`config.mk`:
```
export PLATFORM = sky130hd
export DESIGN_NAME = cov_pattern_seq
export DESIGN_NICKNAME = d
export VERILOG_FILES = /design/src/rtl/cov_pattern_seq.sv
export SDC_FILE = /design/constraint.sdc
export NUM_CORES = 1
export LEC_CHECK = 0
export CORE_ASPECT_RATIO = 2
export CORE_UTILIZATION = 40
export DETAILED_ROUTE_END_ITERATION = 10
export GPL_TIMING_DRIVEN = 0
export PLACE_DENSITY = 0.76
export SYNTH_ARGS = -nofsm -noshare
export SYNTH_HDL_FRONTEND = slang
export SYNTH_SLANG_ARGS = --single-unit
```
`constraint.sdc`:
```
create_clock -name CLK -period 3.98 [get_ports CLK]
set_input_delay 0.796 -clock CLK [delete_from_list [all_inputs] [get_ports CLK]]
set_output_delay 0.796 -clock CLK [all_outputs]
set_load 0.02 [all_outputs]
```
`src/rtl/cov_pattern_seq.sv`:
```
// Coverage stimulus block: all-ones/pattern detectors with saturating hit counters
// and a programmable-period step sequencer. Define COV_STICKY_EN to build the sticky seen_* flags.
module cov_pattern_seq #(
    parameter int              IN_W    = 3,
    parameter logic [IN_W-1:0] PATTERN = 3'b110,
    parameter int              PERIOD  = 3,
    parameter int              CNT_W   = 8,
    localparam int             STEP_W  = $clog2(PERIOD)
) (
    input  logic              CLK,
    input  logic              RST,
    input  logic [IN_W-1:0]   in_vec,
    input  logic              cnt_en,
    input  logic              cnt_clr,
    input  logic              seq_en,
    input  logic              seq_restart,
    output logic              out_all,
    output logic              out_pat,
    output logic [STEP_W-1:0] seq_step,
    output logic              seq_pulse,
    output logic [CNT_W-1:0]  cnt_all,
    output logic [CNT_W-1:0]  cnt_pat,
    output logic [CNT_W-1:0]  cnt_wrap,
    output logic              seen_all,
    output logic              seen_pat
);

    localparam logic [STEP_W-1:0] LAST_STEP = STEP_W'(PERIOD - 1);
    localparam logic [CNT_W-1:0]  CNT_MAX   = '1;

    logic [STEP_W-1:0] step_nxt;
    logic              pulse_nxt;

    assign out_all = &in_vec;
    assign out_pat = (in_vec == PATTERN);

    // NOTE: every output of a combinational block gets a default first so no latch is inferred.
    always_comb begin
        step_nxt  = seq_step;
        pulse_nxt = 1'b0;
        if (seq_restart) begin
            step_nxt = '0;
        end else if (seq_en && seq_step == LAST_STEP) begin
            step_nxt  = '0;
            pulse_nxt = 1'b1;
        end else if (seq_en) begin
            // Unreachable codes above LAST_STEP also increment and wrap at 2^STEP_W.
            step_nxt = seq_step + STEP_W'(1);
        end
    end

    // NOTE: sequential state uses non-blocking assignments so all flops sample pre-edge values.
    always_ff @(posedge CLK or posedge RST) begin
        if (RST) begin
            seq_step  <= '0;
            seq_pulse <= 1'b0;
        end else begin
            seq_step  <= step_nxt;
            seq_pulse <= pulse_nxt;
        end
    end

    always_ff @(posedge CLK or posedge RST) begin
        if (RST) begin
            cnt_all  <= '0;
            cnt_pat  <= '0;
            cnt_wrap <= '0;
        end else if (cnt_clr) begin
            cnt_all  <= '0;
            cnt_pat  <= '0;
            cnt_wrap <= '0;
        end else begin
            if (cnt_en && out_all && cnt_all != CNT_MAX)
                cnt_all <= cnt_all + CNT_W'(1);
            if (cnt_en && out_pat && cnt_pat != CNT_MAX)
                cnt_pat <= cnt_pat + CNT_W'(1);
            if (seq_pulse && cnt_wrap != CNT_MAX)
                cnt_wrap <= cnt_wrap + CNT_W'(1);
        end
    end

`ifdef COV_STICKY_EN
    always_ff @(posedge CLK or posedge RST) begin
        if (RST) begin
            seen_all <= 1'b0;
            seen_pat <= 1'b0;
        end else if (cnt_clr) begin
            seen_all <= 1'b0;
            seen_pat <= 1'b0;
        end else begin
            if (cnt_en && out_all) seen_all <= 1'b1;
            if (cnt_en && out_pat) seen_pat <= 1'b1;
        end
    end
`else
    assign seen_all = 1'b0;
    assign seen_pat = 1'b0;
`endif

endmodule

```
After elaboration in Yosys (flattened, before gate mapping)

Cells that the tools add are included.

$add $sub $neg: 4
Eq/ne operators: 5
Mux-type cells: 11
Reduce and logical (&&, ||, !) cells: 11

Operators by type and width:

| kind                                                          | number |
|---|---|
| 8-bit two-way mux                                             | 6 |
| 8-bit by 1-bit adder with 8-bit output, second input constant | 3 |
| 8-bit inequality test, second input constant                  | 3 |
| 1-bit logical AND                                             | 6 |
| 2-bit two-way mux                                             | 3 |
| 2-bit nonzero test                                            | 3 |
| 3-bit == test, second input constant                          | 1 |
| 3-bit AND reduction                                           | 1 |
| 3-bit nonzero test                                            | 1 |
| 2-bit by 1-bit adder with 2-bit output, second input constant | 1 |
| 2-bit == test, second input constant                          | 1 |
| 1-bit two-way mux                                             | 2 |

Register bits after elaboration: 27
Word-level logic and storage cells: 36

Longest topological paths before layout

Depth after elaboration: 5
Gate-level depth with buffers: 5

Least setup slack after synthesis

Ideal clock, no wire load.

Path kind: input-to-output
Start point: input port in_vec[2]
End point: output port out_pat
Data arrival time: 1.113 ns
Setup slack: 2.071 ns
Stages on the path: 2
Path buffers: 0
Cell sequence: nand2_1 -> nor2_1

Word-level cells in the longest chain between the ends: 1

RTL lines:

| element         | RTL line | text |
|---|---|---|
| start, declared | 12       | `input logic [IN_W-1:0] in_vec,` |
| 3-bit == test   | 35       | `assign out_pat = (in_vec == PATTERN);` |
| end, declared   | 18       | `output logic out_pat,` |

No other way between the ends.

Worst setup path in the final report

Start point: input port in_vec[2]
End point: output port out_all

Word-level cells in the longest chain between the ends: 1

RTL lines:

| element             | RTL line | text |
|---|---|---|
| 3-bit AND reduction | 34       | `assign out_all = &in_vec;` |
| end, declared       | 17       | `output logic out_all,` |

No other way between the ends.

==> out/summary.txt <==
R2r setup slk: 2.44 ns
P_sw: 105 uW
H-tree lvl count: 1
FF+latch count, synth: 27
Switching share of power: 22.3%
Cells after Synth: 148
DRT antenna net count: 0
Final Cycle Share: 72.5%
Die footprint: 3890 um2
Post-route cell area: 1920 um2
Final hold violations: 0
WP data required: 3.18 ns
Setup crit start kind: input port
Hold buffer count at cts: 0
Crit Path Class: input port to primary output
Die Y: 87.2 um
Max Root-Sink Buffers: 2
Fin Clk Skew: 0.00222 ns
Arr. time, crit path: 2.09 ns
Global-route wire length before repair: 5.33 mm
TritonCTS clock tree: built
FP Rows: 30
Antenna diode count: 0
Clk slew on worst S/H paths: 0.08 ns
Final setup fails: 0
Initial DRC Count: 24
Setup bufs post-CTS: 0
RR Startpoint: cnt_pat[0]
RSZ-0062 raised after global routing: no
Placed cells: 233
Cell Area, Placed: 1880 um2
Final Net Count: 202
Leak: 0.000859 uW
CTS sink count: 27
Post-Syn Area: 1450 um2
DR WL/cell: 13.8 um
Remaining DRCs: 0
DRT Pass-1 Iters: 4
Clk_lat worst skew: 0.26 ns
Max-slew violations: 0
Worst Setup EP: out_all
Area growth from synthesis to layout: 32.3%
Total power draw: 471 uW
Antenna violations before repair: 0
CP Launch Point: in_vec[2]
Grt ovf: 0
R2r endpoint: cnt_pat[7]
Post-cts repair resize count: 0
Vias: 1288
Worst hold path type: flip-flop to flip-flop
# port buffers: 36
DP HPWL: 2.55 mm
Maximum number of pins on one net before global-route repair: 28
Core area: 3420 um2
Worst-margin pin slew: 0.992 ns
Crit Path Max Fanout: 4
Yosys warnings: 0
Post-route insts no fill: 237
I/O pin count: 40
Power per cell area: 245 nW/um2
Yosys cell types: 36
Status: finished, final reports clean
Reg2Reg Depth: 5
All-Layer GR Usage: 18.1%
Max-slew headroom: 33.8%
Die width: 44.6 um
Post-Syn Area per Cell: 9.82 um2
Seq pwr share: 59.4%
Maximum vdd drop: 0.000294 V
Routed WL: 3.27 mm
Layout cells sized above 1: 6.88%
Initial cell density of the core: 42.5%
Final setup TNS: 0 ns
Vias in the first global route: 1258
Worst Setup End Kind: primary output
Post-synthesis sequential area ratio: 46.5%
Max Clock Freq: 347 MHz
Final GP Congestion: 0.913
Inserted Clock Buffers: 3
Int Power: 366 uW
Clock share of power: 31.8%
Comb pwr share: 8.9%
Max Cap Viol: 0
Root Buffer Master: clkbuf_8
Vias per cell: 5.43
Final min period: 2.88 ns
==> placed cells by master (no fill, tap or decap), drive strengths merged <==
cell type,instances
nor3,5
a31oi,2
nand2b,1
conb,2
and3,4
ha,3
o21ai,5
clkdlybuf4s50,36
buf,4
nand3,6
nor3b,1
o2111ai,3
inv,3
nor4b,1
xor2,11
and4b,2
a211oi,2
nand2,3
a311oi,1
mux2i,4
nand4,5
nor2b,2
and4,4
nor2,26
and2,4
a21oi,7
o211ai,5
clkbuf,7
mux2,2
or2,1
dfrtp,27
==> synthesized netlist by cell type <==
cell	count	share of area, %
dfrtp_1	27	47
nor2_1	26	6.7
xor2_1	11	6.6
a21oi_1	7	2.4
nand3_1	6	2.1
nor3_1	5	1.7
and2_1	4	1.7
and4_1	4	2.4
mux2i_1	4	2.8
nand4_1	4	1.7
and3_1	3	1.3
buf_4	3	1.6
clkbuf_1	3	0.78
ha_1	3	2.6
inv_1	3	0.78
nand2_1	3	0.78
o2111ai_1	3	1.8
o211ai_1	3	1.6
o21ai_1	3	1.0
a211oi_1	2	1.0
a31oi_1	2	0.86
and4b_1	2	1.4
nor2b_1	2	0.86
o211ai_2	2	1.7
o21ai_0	2	0.69
a311oi_1	1	0.60
and3_4	1	0.78
buf_2	1	0.34
conb_1	1	0.26
mux2_1	1	0.78
mux2_4	1	1.0
nand2b_1	1	0.43
nand4_2	1	0.86
nor3b_1	1	0.52
nor4b_1	1	0.60
or2_2	1	0.43
==> power by group through the flow <==
stage / registers, uW / clock network, uW / logic, uW
after floorplan: 287 / 0 / 20.0
after global placement: 284 / 0 / 40.8
after detailed placement: 285 / 0 / 42.4
after CTS: 279 / 155 / 42.6
after global routing: 280 / 165 / 46.3
final: 280 / 149 / 41.8
==> layout make-up <==
cell class,instances,area (um2)
fill,303,1490
buffer,7,38.8
sequential,27,676
multi-input combinational,112,731
inverter,3,11.3
clock buffer,4,45.0
tap,48,60.1
timing repair buffer,36,360
==> metrics by stage <==
step                      util [%]  hold WS, ns  setup slack [ns]
after floorplan                  -        0.603              2.07
after global placement        54.9        0.490              1.13
after detailed placement      54.9        0.516              1.10
after CTS                     56.3        0.529              1.09
after global routing          56.3        0.551              1.04
final                         56.3        0.533              1.10
==> state kept, by name, indices dropped and copies added, names as in the netlist <==
register   count
cnt_all        8
cnt_pat        8
cnt_wrap       8
seq_pulse      1
seq_step       2
==> worst max-delay path, stage by stage <==
cell	delay, ns
clkdlybuf4s50_1	0.51
and3_1	0.17
clkdlybuf4s50_1	0.61
==> per-layer routing <==
metal  GRT usage (%)  wire (um)  up-vias
met4            8.82         57        0
met2            33.8       1900       37
li1                -          -      612
met3            2.07        127        6
met1            18.8       1190      633
met5               0          0        -
==> logic make-up after synthesis <==
group	count (synthesis)	synth area share, %
simple gates	65	24.3
flops	27	46.5
compound gates	25	11.7
xor+xnor	11	6.63
buf+inv	10	3.44
mux	6	4.56
fa+ha+maj	3	2.58
other cells	1	0.258
==> worst min path at each step <==
stage                  endpoint  cells after the start        start
global placement      seq_pulse                      1  seq_step[0]
global route          seq_pulse                      1  seq_step[0]
finish              cnt_wrap[6]                      1  cnt_wrap[6]
detailed placement    seq_pulse                      1  seq_step[0]
floorplan             seq_pulse                      1  seq_step[0]
CTS                   seq_pulse                      1  seq_step[0]
Note: power is estimated with default switching activity, not from simulation.
